==> src/rtl/can_ifc_wb_wide.sv <==
// rtl/can_ifc_wb_wide.sv - Wishbone slave bridging DW-wide transfers onto a byte-wide register bus
module can_ifc_wb_wide #(
    parameter int DW     = 8,
    parameter int AW     = 8,
    parameter int RD_LAT = 1
) (
    input  logic            clk_i,
    input  logic            rst_i,
    input  logic            wb_cyc_i,
    input  logic            wb_stb_i,
    input  logic            wb_we_i,
    input  logic [AW-1:0]   wb_adr_i,
    input  logic [DW/8-1:0] wb_sel_i,
    input  logic [DW-1:0]   wb_dat_i,
    output logic [DW-1:0]   wb_dat_o,
    output logic            wb_ack_o,
    output logic            reg_rst_o,
    output logic            reg_re_o,
    output logic            reg_we_o,
    output logic [7:0]      reg_addr_o,
    output logic [7:0]      reg_data_in_o,
    input  logic [7:0]      reg_data_out_i
);

    localparam int NL = DW / 8;
    localparam int LW = (NL > 1) ? $clog2(NL) : 1;

    typedef enum logic [1:0] {IDLE, ISSUE, WAIT, ACK} state_t;

    state_t          state_q;
    state_t          state_nxt;
    logic [7:0]      adr_q;
    logic [DW-1:0]   dat_q;
    logic            we_q;
    logic            abort_q;
    logic [NL-1:0]   mask_q;
    logic [LW-1:0]   cur_lane_q;
    logic [1:0]      wait_cnt_q;

    logic [LW-1:0]   lane_idx;
    logic [LW-1:0]   sample_lane;
    logic [NL-1:0]   lane_onehot;
    logic [7:0]      lane_addr;
    logic            accept;
    logic            issue;
    logic            sample;
    logic            abort;

    assign reg_rst_o = rst_i;

    // Lowest-index pending lane is always serviced first.
    always_comb begin
        lane_idx = '0;
        for (int i = NL - 1; i >= 0; i--) begin
            if (mask_q[i]) begin
                lane_idx = LW'(i);
            end
        end
    end

    assign lane_onehot = NL'(1) << lane_idx;
    assign lane_addr   = (adr_q & ~8'(NL - 1)) | 8'(lane_idx);
    assign sample_lane = (state_q == ISSUE) ? lane_idx : cur_lane_q;
    assign abort       = abort_q | ~wb_cyc_i;

    always_comb begin
        state_nxt = state_q;
        accept    = 1'b0;
        issue     = 1'b0;
        sample    = 1'b0;
        case (state_q)
            IDLE: begin
                if (wb_cyc_i && wb_stb_i) begin
                    accept    = 1'b1;
                    state_nxt = (wb_sel_i == '0) ? ACK : ISSUE;
                end
            end
            ISSUE: begin
                issue = 1'b1;
                if (!we_q && RD_LAT != 0) begin
                    state_nxt = WAIT;
                end else begin
                    sample = ~we_q;
                    if (abort) begin
                        state_nxt = IDLE;
                    end else if ((mask_q & ~lane_onehot) != '0) begin
                        state_nxt = ISSUE;
                    end else begin
                        state_nxt = ACK;
                    end
                end
            end
            WAIT: begin
                // A dropped cycle still lets the outstanding byte finish its wait.
                if (wait_cnt_q == 2'd0) begin
                    sample = 1'b1;
                    if (abort) begin
                        state_nxt = IDLE;
                    end else if (mask_q != '0) begin
                        state_nxt = ISSUE;
                    end else begin
                        state_nxt = ACK;
                    end
                end
            end
            ACK: begin
                state_nxt = IDLE;
            end
            default: begin
                state_nxt = IDLE;
            end
        endcase
    end

    always_comb begin
        wb_ack_o      = (state_q == ACK);
        reg_re_o      = issue & ~we_q;
        reg_we_o      = issue & we_q;
        reg_addr_o    = 8'h00;
        reg_data_in_o = 8'h00;
        if (issue) begin
            reg_addr_o = lane_addr;
            if (we_q) begin
                reg_data_in_o = dat_q[8*int'(lane_idx) +: 8];
            end
        end
    end

    always_ff @(posedge clk_i or posedge rst_i) begin
        if (rst_i) begin
            state_q <= IDLE;
        end else begin
            state_q <= state_nxt;
        end
    end

    always_ff @(posedge clk_i or posedge rst_i) begin
        if (rst_i) begin
            adr_q      <= 8'h00;
            dat_q      <= '0;
            we_q       <= 1'b0;
            abort_q    <= 1'b0;
            mask_q     <= '0;
            cur_lane_q <= '0;
            wait_cnt_q <= 2'd0;
            wb_dat_o   <= '0;
        end else if (accept) begin
            adr_q    <= wb_adr_i[7:0];
            dat_q    <= wb_dat_i;
            we_q     <= wb_we_i;
            mask_q   <= wb_sel_i;
            abort_q  <= 1'b0;
            wb_dat_o <= '0;
        end else begin
            if (issue) begin
                mask_q     <= mask_q & ~lane_onehot;
                cur_lane_q <= lane_idx;
                wait_cnt_q <= 2'(RD_LAT - 1);
            end
            if (state_q == WAIT && wait_cnt_q != 2'd0) begin
                wait_cnt_q <= wait_cnt_q - 2'd1;
            end
            if (sample) begin
                wb_dat_o[8*int'(sample_lane) +: 8] <= reg_data_out_i;
            end
            if ((state_q == ISSUE || state_q == WAIT) && !wb_cyc_i) begin
                abort_q <= 1'b1;
            end
            // Lanes left behind by an abandoned cycle must not leak into the next one.
            if (state_nxt == IDLE) begin
                mask_q <= '0;
            end
        end
    end

endmodule

==> config.mk <==
export PLATFORM = sky130hd
export DESIGN_NAME = can_ifc_wb_wide
export DESIGN_NICKNAME = d
export VERILOG_FILES = /design/src/rtl/can_ifc_wb_wide.sv
export SDC_FILE = /design/constraint.sdc
export NUM_CORES = 1
export LEC_CHECK = 0
export ABC_AREA = 1
export CORE_ASPECT_RATIO = 0.9
export CORE_MARGIN = 2
export CORE_UTILIZATION = 65
export DETAILED_ROUTE_END_ITERATION = 10
export DONT_BUFFER_PORTS = 1
export GPL_TIMING_DRIVEN = 0
export PLACE_DENSITY = 0.87
export SETUP_SLACK_MARGIN = 0.5
export SLEW_MARGIN = 10
export SYNTH_ARGS = -nofsm -noshare
export SYNTH_HDL_FRONTEND = slang
export SYNTH_SLANG_ARGS = --single-unit
==> constraint.sdc <==
create_clock -name clk_i -period 2.3 [get_ports clk_i]
set_input_delay 0.46 -clock clk_i [delete_from_list [all_inputs] [get_ports clk_i]]
set_output_delay 0.46 -clock clk_i [all_outputs]
set_load 0.1 [all_outputs]
Word level (Yosys, flattened, before mapping)
Index checks and enable logic that the tools add are counted.
{"block": "classes", "multipliers": 0, "n_lt_le_gt_ge": 0, "add_sub_neg": 1, "n_mux": 26, "eq_ne": 3, "reduce_logical": 14, "bitwise_logic": 6, "n_shift": 0, "div": 0}
{"cell": "two-way mux 8 bit", "n": 5}
{"cell": "two-way mux 2 bit", "n": 9}
{"cell": "two-way mux 1 bit", "n": 10}
{"cell": "case mux 2 bit (4 select lines)", "n": 1}
{"cell": "nonzero test 2 bit", "n": 4}
{"cell": "zero test 2 bit", "n": 3}
{"cell": "equality test 2 bit (second input constant)", "n": 2}
{"cell": "logical AND 1 bit", "n": 3}
{"cell": "inverter 1 bit", "n": 3}
{"cell": "nonzero test 3 bit", "n": 1}
{"cell": "bitwise AND 1 bit", "n": 2}
{"cell": "equality test 2 x 1 -> 1 bit (second input constant)", "n": 1}
{"cell": "case mux 1 bit (2 select lines)", "n": 1}
{"cell": "AND reduction 2 bit", "n": 1}
{"cell": "subtractor 2 x 1 -> 2 bit (second input constant)", "n": 1}
{"cell": "zero test 1 bit", "n": 1}
{"cell": "logical OR 1 bit", "n": 1}
{"cell": "bitwise OR 1 bit", "n": 1}
{"block": "word_totals", "memories": 0, "wordCells": 58, "inputBits": 30, "ramBits": 0, "mem_bits_ro": 0, "latchBits": 0, "register_bits": 31}

Depth between registers and ports, before layout
Gate-level depths: netlist (run 1).
{"block": "depth", "word_depth": 8, "ltp_mapped": 11, "ltp_nobuf": 11}

Least setup slack after synthesis (run 1)
OpenSTA, ideal clock, no wires.
{"block": "synth_path", "path_kind": "register to output", "from": "reg state_q[1]", "to": "out reg_data_in_o[0]", "setup_slack_ps": -255, "path_stages_with_launch": 5, "n_path_buf": 0, "required_ps": 1840, "t_arrival_ps": 2095, "path_cell_list": "dfrtp_1 -> inv_1 -> ha_1 -> nand2_2 -> nor2_1"}
{"block": "synth_between", "elab_chain_len": 3}
{"item": "start: declaration", "line_no": "30", "text": "state_t state_q;"}
{"item": "start signal: assignment", "line_no": "133", "text": "state_q <= state_nxt;"}
{"item": "equality test 2 x 1 -> 1 bit", "line_no": "71", "text": "case (state_q)"}
{"item": "two-way mux 1 bit", "line_no": "71"}
{"item": "two-way mux 8 bit", "line_no": "121", "text": "if (issue) begin"}
{"item": "end: declaration", "line_no": "21", "text": "output logic [7:0] reg_data_in_o,"}
No other way between the ends.

Final worst setup path (run 1)
Ends and elaborated chain as after synthesis.

==> results of run 1 <==
-- cell families after synthesis --
| kind of cell | after synthesis |
|---|---|
| and+or+nand+nor | 96 |
| AOI/OAI and AO/OA | 22 |
| DFF | 31 |
| buffers and inverters | 44 |
| adders and majority gates | 6 |
-- how the worst min path moves through the flow --
stage               cells after the start     endpoint
global placement                        2     adr_q[2]
detailed placement                      2     adr_q[0]
global route                            1  wb_dat_o[3]
CTS                                     2     adr_q[2]
finish                                  1     adr_q[0]
floorplan                               2     adr_q[6]
-- worst max-delay path, stage by stage, from the launching register on --
cell and delay [ns]:
dfrtp_1 0.41, inv_2 0.10, ha_4 0.21, nand2_4 0.13, nor2_4 0.51
-- synth_stat cells (all sizes together) --
cell type,count
nand2,78
inv,37
dfrtp,31
nor2,12
o21ai,12
a21oi,9
buf,7
ha,6
nand3,6
o211ai,1
-- cell type report --
class / instances / area (sq um) / area share [%]
sequential: 31 / 777.0 / 41.57
buffer: 7 / 80.08 / 4.284
inverter: 37 / 178.9 / 9.572
multi-input combinational: 125 / 713.2 / 38.15
tap: 27 / 33.78 / 1.807
clock inverter: 1 / 5.005 / 0.2677
clock buffer: 6 / 51.30 / 2.744
timing repair buffer: 4 / 30.03 / 1.606
-- through the flow --
stage               cell area, sq um  hold WS, ns  std cells  setup slack, ns
global route                    1869       0.2023        238           0.1152
floorplan                       1700       0.4487        199           0.5035
CTS                             1818       0.2358        236           0.1643
global placement                1734       0.4625        226           0.4318
detailed placement              1734       0.4652        226           0.4162
finish                          1869       0.1605        238           0.1611
-- sequential cells by signal, indices dropped and copies added (netlist names) --
| signal | flops |
|---|---|
| we_q | 1 |
| dat_q | 8 |
| wait_cnt_q | 2 |
| state_q | 2 |
| adr_q | 8 |
| mask_q | 1 |
| abort_q | 1 |
| wb_dat_o | 8 |
-- placed cells by master, fill, tap and decap left out, drive strengths merged --
cell type	count
dfrtp	31
ha	6
nand2	79
clkinv	2
o211ai	1
inv	26
nor2	12
o21ai	12
nand3	6
buf	11
clkbuf	6
clkinvlp	10
a21oi	9
-- layer usage --
layer	track usage, %	vias up
met5	0	-
li1	-	618
met3	8.247	7
met1	28.11	597
met2	47.02	42
met4	7.937	0
-- timing repair --
| action | in CTS | in global routing |
|---|---|---|
| pin swaps | 2 | 1 |
| gates resized for setup | 2 | 13 |
| buffers inserted | 2 | 2 |
| setup endpoints to repair | 19 | 20 |
| gates cloned | 1 | 0 |
==> metrics.md, run 1 <==
| Metric | Value |
|---|---|
| Status | finished, final reports clean |
| Post-synthesis mux area share | 0% |
| Clock Root Buffer | clkbuf_4 |
| Achievable frequency | 467.5 MHz |
| DRT Pass-1 Iters | 4 |
| Worst slew pin tran | 1.087 ns |
| Routed WL | between 3000 and 4000 microns |
| Reg2Reg Depth | 12 |
| Max cap viols | 0 |
| Syn. warnings | 0 |
| Initial antenna violation count | 0 |
| Vias per cell | 5.311 |
| Die Wd | 55.91 microns |
| Synth Instances | 199 |
| Fill cells | 132 |
| Vias in the first global route | 1,281 |
| Num CTS Buffers | 5 |
| Share of layout cells above drive strength 1 | 28.91% |
| Register area share after synthesis | 49.21% |
| Residual DRC | 0 |
| Htree depth | 2 |
| Antenna Cells | 0 |
| # port buffers | 0 |
| Largest family of logic cells by synthesized area | simple AND/OR/NAND/NOR gates |
| Reg2Reg Setup Slack | slightly below 0.7 ns |
| Synth top area share | 49.21% |
| Grt total ovfl | 0 |
| CP Class | reg2out |
| CP required | 1.84 ns |
| Core area | 2242 sq um |
| Final core utilization | 83.37% |
| Largest net degree at the start of global routing | 32 |
| Clock slew at reported path FFs | about 0.09 ns |
| #FFs+latches synth | 31 |
| Adder-cell area share of the yosys netlist | 4.762% |
| Worst hold-check path type | in2async |
| Die area | 2836 sq um |
| ANT nets after route | 0 |
| Net Count, Synth | between 200 and 250 |
| Sink Count | 31 |
| Reg2reg end | mask_q |
| Rel. slew slack | 27.09% |
| Period Utilization, post-route | 93.00% |
| Area fraction in compound gates after synthesis | 7.143% |
| Initial DRC count | 40 |
| Final Hold Viols | 0 |
| DP Wirelength | ~2300 microns |
| Reg2reg start | state_q[0] |
| Initial Util | 70.31% |
| Synth Area in Simple Gates | 25.40% |
| Layout Nets | 247 |
| Crit path to | reg_data_in_o[0] |
| Final min period | 2.139 ns |
| Met2 routed WL | 1734 microns |
| Area grow syn2layout | 18.57% |
| WL/cell | 13.85 microns |
| Fin Setup TNS | 0 ns |
| Via count | 1,264 |
| Max Used Layer | met4 |
| Pins Over Slew Limit | 0 |
| Total global-route track usage | 25.52% |
| Area leader, netlist | dfrtp_1 |
| Syn Area/Cell | around 7.9 sq um |
| DR WL met3 | 228 microns |
| Crit start category | register |
| Critical path peak fanout | 5 |
| Critical Path End Type | output port |
| CTS tree | yes |
| CTS Buffer Depth | 2 |
| Met1 wire length | 1275 microns |
| Main area contributors after synthesis | dfrtp_1 (49%), nand2_1 (17%), inv_1 (7.9%) |
| Hold Buf Count CTS | 0 |
| Later-pin clock latency in the skew report | 0.32 ns |
| Site Rows | 16 |
| Worst setup path startpoint | state_q[1] |
| RSZ-0062 raised after global routing | yes |
| Clock skew | 0.002585 ns |
| # setup viols final | 0 |
| Mapped cell area | 1577 sq um |
| CP arrival | approximately 1.7 ns |
| Netlist cell types | 17 |
| Xor and xnor area share after synthesis | 0% |
| First-pass GRT wire length | 5526 microns |
| Chip Height | 50.72 microns |
| Routability cong. | roughly 0.78 |
| I/O Pins | 58 |
Power of run 1 is left out: the tool's default activity adds up to more than one toggle a clock period on the data nets, which glitch-free logic cannot reach.
==> inputs of run 2 (changes only) <==
--- a/config.mk
+++ b/config.mk
@@ -13,2 +13,3 @@
 export DONT_BUFFER_PORTS = 1
+export GPL_ROUTABILITY_DRIVEN = 0
 export GPL_TIMING_DRIVEN = 0
--- a/constraint.sdc
+++ b/constraint.sdc
@@ -3,2 +3,2 @@
 set_output_delay 0.46 -clock clk_i [all_outputs]
-set_load 0.1 [all_outputs]
+set_load 0.005 [all_outputs]
==> run 2 against run 1 <==
Effect of this change: final area is 9.2% lower; critical path depth up 1; core utilization down 7.6 points; worst hold slack lost 0.025 ns; first-iteration DRC count is 25% higher; non-clock buffer count is 2 lower; die area did not move; clock skew increased by 0.00097 ns; critical path type unchanged; critical endpoint is now reg_re_o; largest cell class unchanged.
==> metrics.md, run 2 (same netlist as run 1, synthesis figures left out) <==
| Metric | Value |
|---|---|
| DRT Pass-1 Iters | 4 |
| Initial antenna violation count | 0 |
| First-pass GRT wire length | between 5000 and 6000 microns |
| Cell Chain, Critical Path | inv_2 -> ha_4 -> buf_6 -> nand2_2 -> inv_1 |
| Final core utilization | 75.73% |
| Crit start category | register |
| Later-pin clock latency in the skew report | approximately 0.33 ns |
| Largest net degree at the start of global routing | 32 |
| # setup viols final | 0 |
| Grt total ovfl | 0 |
| Clock slew at reported path FFs | 0.09 ns |
| Largest regs | adr_q (8), dat_q (8), wb_dat_o (8) |
| Final min period | 1.739 ns |
| Placed Cells | 226 |
| Met2 Usage GRT | 46.43% |
| Grt met1 use | 29.22% |
| Final Hold Viols | 0 |
| Met3 GRT Util | 7.732% |
| CP arrival | 1.28 ns |
| Worst slew pin tran | 1.064 ns |
| Achievable frequency | ~580 MHz |
| Routed WL | 3291 microns |
| CP Class | reg2out |
| Via count | 1,259 |
| Vias in the first global route | 1,264 |
| CTS Buffer Depth | 2 |
| Sink Count | 31 |
| Antenna Cells | 0 |
| Clock skew | roughly 0.0036 ns |
| Power per standard cell area | about 1300 nW/um^2 |
| Critical path peak fanout | 10 |
| CP required | 1.84 ns |
| Period Utilization, post-route | 75.59% |
| Most common cell after layout, fill and taps aside | nand2_1 |
| CP max stage cell | dfrtp_1 |
| Initial Util | 70.31% |
| Rel. slew slack | 28.60% |
| Reg2reg end | mask_q |
| I/O Pins | 58 |
| Fin Setup TNS | 0 ns |
| Htree depth | 2 |
| Clock Root Buffer | clkbuf_4 |
| Num CTS Buffers | 5 |
| Die area | 2836 sq um |
| Die Wd | 55.91 microns |
| RSZ-0062 raised after global routing | no |
| Vias per cell | between 5 and 6 |
| Layout Nets | 244 |
| DP Wirelength | 2339 microns |
| Worst hold-check path type | in2async |
| Pins Over Slew Limit | 0 |
| Site Rows | 16 |
| CP peak stage delay | 0.41 ns |
| Core area | 2242 sq um |
| Share of layout cells above drive strength 1 | 14.35% |
| Status | finished, final reports clean |
| Reg2reg start | state_q[1] |
| # port buffers | 0 |
| Total global-route track usage | between 20% and 30% |
| Residual DRC | 0 |
| Reg2Reg Setup Slack | 0.62 ns |
| ANT nets after route | 0 |
| P_leak | 0.0009719 uW |
| Critical Path End Type | output port |
| Chip Height | 50.72 microns |
| Area grow syn2layout | 7.699% |
| WL/cell | around 14 microns |
| Layer with the highest usage | met2 |
| CTS tree | yes |
| Hold Buf Count CTS | 0 |
| Worst vdd ir | 884.9 uV |
| Initial DRC count | 50 |
| Commonest cells after routing, fill and taps aside | nand2_1 (73), inv_1 (31), dfrtp_1 (31), nor2_1 (10), a21oi_1 (9) |
| Final Non-Filler Cells | 236 |
| Max cap viols | 0 |
| Reg2Reg Depth | 12 |
run 2: changes by cell type in the layout (fill, tap and decap cells not counted), moves of 2 or more:
cell,before,now
nor2_4,8,0
clkbuf_1,0,2
inv_1,20,31
nand2_2,9,2
buf_4,6,4
nand2_1,65,73
clkinvlp_4,10,0
nor2_1,4,10
nor2_2,0,2
run 2: layout make-up:
| class | instances | area (sq um) |
|---|---|---|
| Buffer | 7 | 71.32 |
| Tap cell | 27 | 33.78 |
| Clock buffer | 7 | 45.04 |
| Multi-Input combinational cell | 124 | 610.6 |
| Sequential cell | 31 | 775.7 |
| Timing Repair Buffer | 2 | 15.01 |
| Clock inverter | 1 | 5.005 |
| Inverter | 37 | 141.4 |
| Fill cell | 178 | 544.3 |
run 2: worst max-delay path by stage:
| stage | from | to | slack, ns | depth (start not counted) |
|---|---|---|---|---|
| 3_5_place_dp | state_q[1] | reg_data_in_o[0] | 0.74 | 4 |
| 3_3_place_gp | state_q[1] | reg_data_in_o[1] | 0.78 | 4 |
| 6_report | state_q[1] | reg_re_o | 0.56 | 5 |
| 2_1_floorplan | state_q[1] | reg_data_in_o[0] | 0.90 | 4 |
| 5_1_grt | state_q[1] | reg_addr_o[4] | 0.49 | 5 |
| 4_1_cts | state_q[1] | reg_re_o | 0.51 | 5 |
run 2: power by group:
group / switching (uW) / internal [uW]
Sequential: 144 / 793
Combinational: 551 / 338
Clock: 180 / 119
Total: 875 / 1250
run 2: metal layers:
layer | part of all wire (%) | routed length, microns
met1 | 41 | 1362
met2 | 51 | 1680
met3 | 6.1 | 201
met4 | 1.4 | 46
met5 | 0 | 0
run 2: worst max-delay path: cells and delay by family (launching register included):
family / cells / cell delay, ns
simple gates: 1 / 0.06
fa+ha+maj: 1 / 0.17
buf+inv: 3 / 0.32
flops: 1 / 0.41
run 2: metrics by stage:
stage / instance area [sq um] / total power [uW] / setup slack, ns / hold WS (ns)
global route: 1698 / 2307 / 0.4942 / 0.1920
finish: 1698 / 2125 / 0.5615 / 0.1356
global placement: 1610 / 1701 / 0.7832 / 0.4617
CTS: 1690 / 2113 / 0.5109 / 0.2297
detailed placement: 1610 / 1766 / 0.7423 / 0.4692
floorplan: 1577 / 1579 / 0.8984 / 0.4487
run 2: repair_timing:
action                     in CTS  in global routing
buffers inserted                1                  1
gates cloned                    0                  0
gates resized for setup         5                  1
pin swaps                       0                  0
setup endpoints to repair      18                 15
Note: power is estimated with default switching activity, not from simulation.
==> inputs of run 3 (changes only) <==
CORE_UTILIZATION = 55   (was 65)
PLACE_DENSITY = 0.79   (was 0.87)
clock period = 1.4 ns   (was 2.3 ns; I/O delays follow)
==> run 3 against run 2 <==
Effect of this change: the flow now finishes with violations (hold timing, setup timing); global-route usage is 0.77 points lower; sequential cell count stayed put; power is 99% higher; final area is 19% higher; sequential power is 71% higher; clock-buffer cell count is 1 higher; non-clock buffer count is 15 higher; largest cell class unchanged.
==> metrics.md, run 3 (same netlist as run 1, synthesis figures left out) <==
| Metric | Value |
|---|---|
| Status | finished with violations |
| Failing checks | hold timing, setup timing |
| Reg2reg end | mask_q |
| Power per standard cell area | roughly 2100 nW/um^2 |
| Num CTS Buffers | 5 |
| Clock slew at reported path FFs | around 0.090 ns |
| Final min period | 1.559 ns |
| Critical path peak fanout | 5 |
| Most common cell after layout, fill and taps aside | nand2_1 |
| Cell mode on critical path | nand2_2 |
| Reg2reg start | state_q[0] |
| Reg2Reg Setup Slack | -0.16 ns |
| Area grow syn2layout | 27.78% |
| Min Hold Slack | -0.1026 ns |
| Die Wd | ~60 microns |
| CTS tree | yes |
| Max cap viols | 0 |
| Pins Over Slew Limit | 0 |
| Final Hold Viols | 31 |
| Antenna Cells | 0 |
| First-pass GRT wire length | 5727 microns |
| Largest net degree at the start of global routing | 32 |
| DRT Pass-1 Iters | 5 |
| CTS Buffer Depth | 2 |
| Rel. slew slack | between 50% and 60% |
| Residual DRC | 0 |
| Final WS setup | -0.1590 ns |
| Worst slew pin tran | 0.6369 ns |
| Layout Nets | 259 |
| Htree depth | 2 |
| Chip Height | 54.79 microns |
| Total global-route track usage | 24.89% |
| Sink Count | 31 |
| Pre-CTS worst setup slack | -0.1104 ns |
| Achievable frequency | 641.5 MHz |
| Period Utilization, post-route | 111.4% |
| CP arrival | 1.83 ns |
| Site Rows | 18 |
| Commonest cells after routing, fill and taps aside | nand2_1 (62), dfrtp_1 (29), inv_1 (21), buf_4 (13), inv_2 (12) |
| Clock skew | 0.004348 ns |
| Cell Chain, Critical Path | buf_4 -> inv_6 -> ha_4 -> nand2_2 -> buf_6 -> nand2_4 -> nand3_2 -> nand2_2 -> nand2_2 -> nand3_2 -> nand2_1 -> nand2_1 |
| WL/cell | ~14 microns |
| I/O Pins | 58 |
| CP max stage cell | dfrtp_2 |
| CP top delay family | simple AND/OR/NAND/NOR gates |
| Fin area | between 2000 and 2500 sq um |
| Die area | 3311 sq um |
| Placed Area | between 1500 and 2000 sq um |
| Grt total ovfl | 0 |
| Crit start category | register |
| ANT nets after route | 0 |
| Worst vdd ir | between 1000 and 1500 uV |
| CP Class | reg2reg |
| Share of layout cells above drive strength 1 | 37.50% |
| Routed WL | 3728 microns |
| CP peak stage delay | roughly 0.44 ns |
| Initial Util | 57.38% |
| Clock Root Buffer | clkbuf_4 |
| CP required | 1.67 ns |
| Placed Cells | 239 |
| RSZ-0062 raised after global routing | yes |
| Critical Path End Type | register |
| Later-pin clock latency in the skew report | 0.32 ns |
| Final Non-Filler Cells | 264 |
| Core area | 2748 sq um |
| # setup viols final | 24 |
| Vias per cell | 5.061 |
| Vias in the first global route | ~1,300 |
| Initial DRC count | 46 |
| P_leak | 0.001066 uW |
| Via count | 1,336 |
| DP Wirelength | 2376 microns |
| CP bufs+invs | 3 |
| Largest regs | adr_q (8), dat_q (8), wb_dat_o (8) |
| Initial antenna violation count | 0 |
| Reg2Reg Depth | 12 |
| Worst hold-check path type | in2async |
| # port buffers | 0 |
run 3: changes by cell type in the layout (fill, tap and decap cells not counted), sizes merged:
cell	delta
buf	+15
inv	-1
clkbuf	+1
clkinv	-1
clkinvlp	+1
run 3: final cells by class:
type	count	area [sq um]
multi-input cells	124	726.9
repair buffers	17	148.9
fillers	216	733.2
plain buffers	7	78.83
inverters	37	162.7
clock buffers	8	68.82
well taps	40	50.05
flip-flops and latches	31	778.2
run 3: metrics by stage:
step	TNS, ns	total power (uW)	hold slack [ns]	util, %
after floorplan	0	2619	0.2021	-
after global placement	-0.04435	2829	0.2579	59.84
after detailed placement	-0.1104	2926	0.2713	59.84
after CTS	-2.597	4055	-0.08268	71.04
after global routing	-4.800	4569	-0.09348	73.32
final	-2.698	4235	-0.1026	73.32
run 3: worst max-delay path by stage:
stage | from | to | slack [ns] | depth (start not counted)
after CTS | state_q[1] | reg_addr_o[6] | -0.14 | 5
after detailed placement | state_q[1] | mask_q | -0.11 | 10
after floorplan | state_q[1] | mask_q | 0.12 | 10
after global placement | state_q[1] | mask_q | -0.04 | 10
final | state_q[0] | mask_q | -0.16 | 12
after global routing | state_q[0] | mask_q | -0.23 | 12
run 3: what timing repair did:
action,4_1_cts,5_1_grt
setup buffers,11,1
gates cloned,5,0
pin swaps,3,2
setup endpoints to repair,58,58
hold endpoints to repair,31,31
resized for setup,41,19
run 3: report_power, final:
group | leakage, uW | total (uW) | switching [uW] | internal (uW)
combinational | 0.000639 | 2050 | 1160 | 897
clock | 0.0000386 | 583 | 288 | 295
sequential | 0.000389 | 1600 | 287 | 1310
run 3: per-layer routing:
layer	GRT usage, %	part of all wire [%]	up-vias
li1	-	-	645
met1	29.25	41	638
met2	41.85	51	51
met3	10.17	7.4	2
met4	7.971	0.46	0
met5	0	0	-
==> patch: new RTL, flow settings as in run 3 <==
The parameter `DW` goes from 8 to 16.
--- a/src/rtl/can_ifc_wb_wide.sv
+++ b/src/rtl/can_ifc_wb_wide.sv
@@ -1,6 +1,6 @@
 // rtl/can_ifc_wb_wide.sv - Wishbone slave bridging DW-wide transfers onto a byte-wide register bus
 module can_ifc_wb_wide #(
-    parameter int DW     = 8,
+    parameter int DW     = 16,
     parameter int AW     = 8,
     parameter int RD_LAT = 1
 ) (
Interface: changed (resized wb_dat_i, wb_dat_o and wb_sel_i); port bits go from 58 to 75. No check against the original RTL was run, so the function may have changed too.
==> patch against run 3 <==
  * The run ends with setup timing left
  * Setup slack got worse by 95 ps
  * Area after synthesis rose by 48%
  * Power is 43% higher
  * Register-to-register slack got worse by 20 ps
  * Sequential cell count rose by 17
  * Clock power rose by 49%
  * Core utilization fell by 1.7 points
  * Global-route usage shrank 1.5 points
  * Combinational power increased by 38%
  * Synthesized cell count grew 43%
  * Design area increased by 45%
  * Highest routed layer unchanged
  * Cell count increased by 36%
  * Routed wire length rose by 45%
==> patch: results (changes against run 3) <==
STA
  • Worst setup margin: -254 ps (was -159 ps)
  • Setup Skew: 4.44 ps (was 4.35 ps)
  • Setup Viol. Count Final: 51 (was 24)

Route
  • WL final: 5400 um (was 3730 um)
  • Metal-1 WL: 2350 um (was 1530 um)
  • DR pass1 iterations: 4 (was 5)
  • Initial DRC count: 124 (was 46)
  • Routed wl met2: 2610 um (was 1910 um)
  • Via density: 5.27 (was 5.06)
  • Met3 wire length: 372 um (was 275 um)

Yosys
  • Seq/Total Area, Yosys: 51.5% (was 49.2%)
  • Synth cell count leaders: nand2_1, dfrtp_1, inv_1, nor2_1, o21ai_0 (was nand2_1, inv_1, dfrtp_1, nor2_1, a21oi_1)

Finish
  • Storage element area: 0.00120 mm2 (was 778 um2)
  • Area of the multi-input gates: 0.00107 mm2 (was 727 um2)
  • Area Growth Syn to Fin: 25.1% (was 27.8%)
  • Share of layout cells above drive strength 1: 27.9% (was 37.5%)
  • ClkCell Share: 3.30% (was 3.42%)

Run status
  • Status: complete, but fails checks (unchanged)
  • Failing checks: setup timing (was hold timing, setup timing)

Pwr
  • Max VDD drop: 1.15 mV (was 1.16 mV)
  • Static Leak: 1.51 nW (was 1.07 nW)

Worst setup path
  • CP delay by family, top: flip-flops (was simple AND/OR/NAND/NOR gates)
  • Crit path max-delay cell type: dfrtp_1 (was dfrtp_2)
  • Crit path from: state_q[1]$_DFF_PP0_ (was state_q[0]$_DFF_PP0_)
  • R2R Setup Slk: -180 ps (was -160 ps)
  • Worst reg2reg endpoint: wb_dat_o[11]$_DFFE_PP0P_ (was mask_q$_DFFE_PP0P_)

Floorplanning
  • Core ar.: 0.00407 mm2 (was 0.00275 mm2)

GRT
  • Vias in the first global route: 1775 (was 1281)
  • GR met2 Demand/Resource: 36.7% (was 41.8%)
  • Pin count of the biggest net entering global routing: 49 (was 32)
  • GRT Overall Usage: 23.4% (was 24.9%)

Place
  • Placed insts: 333 (was 239)
## patch: cell types whose count changed in the layout (fill, tap and decap cells not counted), moves of 4 or more
| cell | before | now |
|---|---|---|
| o21ai_1 | 6 | 12 |
| buf_6 | 8 | 4 |
| nand2_2 | 10 | 5 |
| nand2_1 | 62 | 101 |
| clkbuf_8 | 2 | 6 |
| dfrtp_1 | 29 | 47 |
| inv_1 | 21 | 31 |
| inv_2 | 12 | 8 |
| clkbuf_4 | 5 | 0 |
| o22ai_2 | 0 | 5 |
| nor2_1 | 6 | 16 |
## patch: kinds of logic after synthesis
kind of cell	Yosys count	share of synthesized area (%)
AO/OA/AOI/OAI	36	9.39
adder cells (fa/ha/maj)	5	2.68
buffers and inverters	53	9.93
flip-flops	48	51.5
AND/OR/NAND/NOR	143	26.5
## patch: report_power, final
part / internal, W / switching (W)
clock network: 0.000404 / 0.000467
registers: 0.00196 / 0.000403
logic: 0.00125 / 0.00157
total: 0.00361 / 0.00244
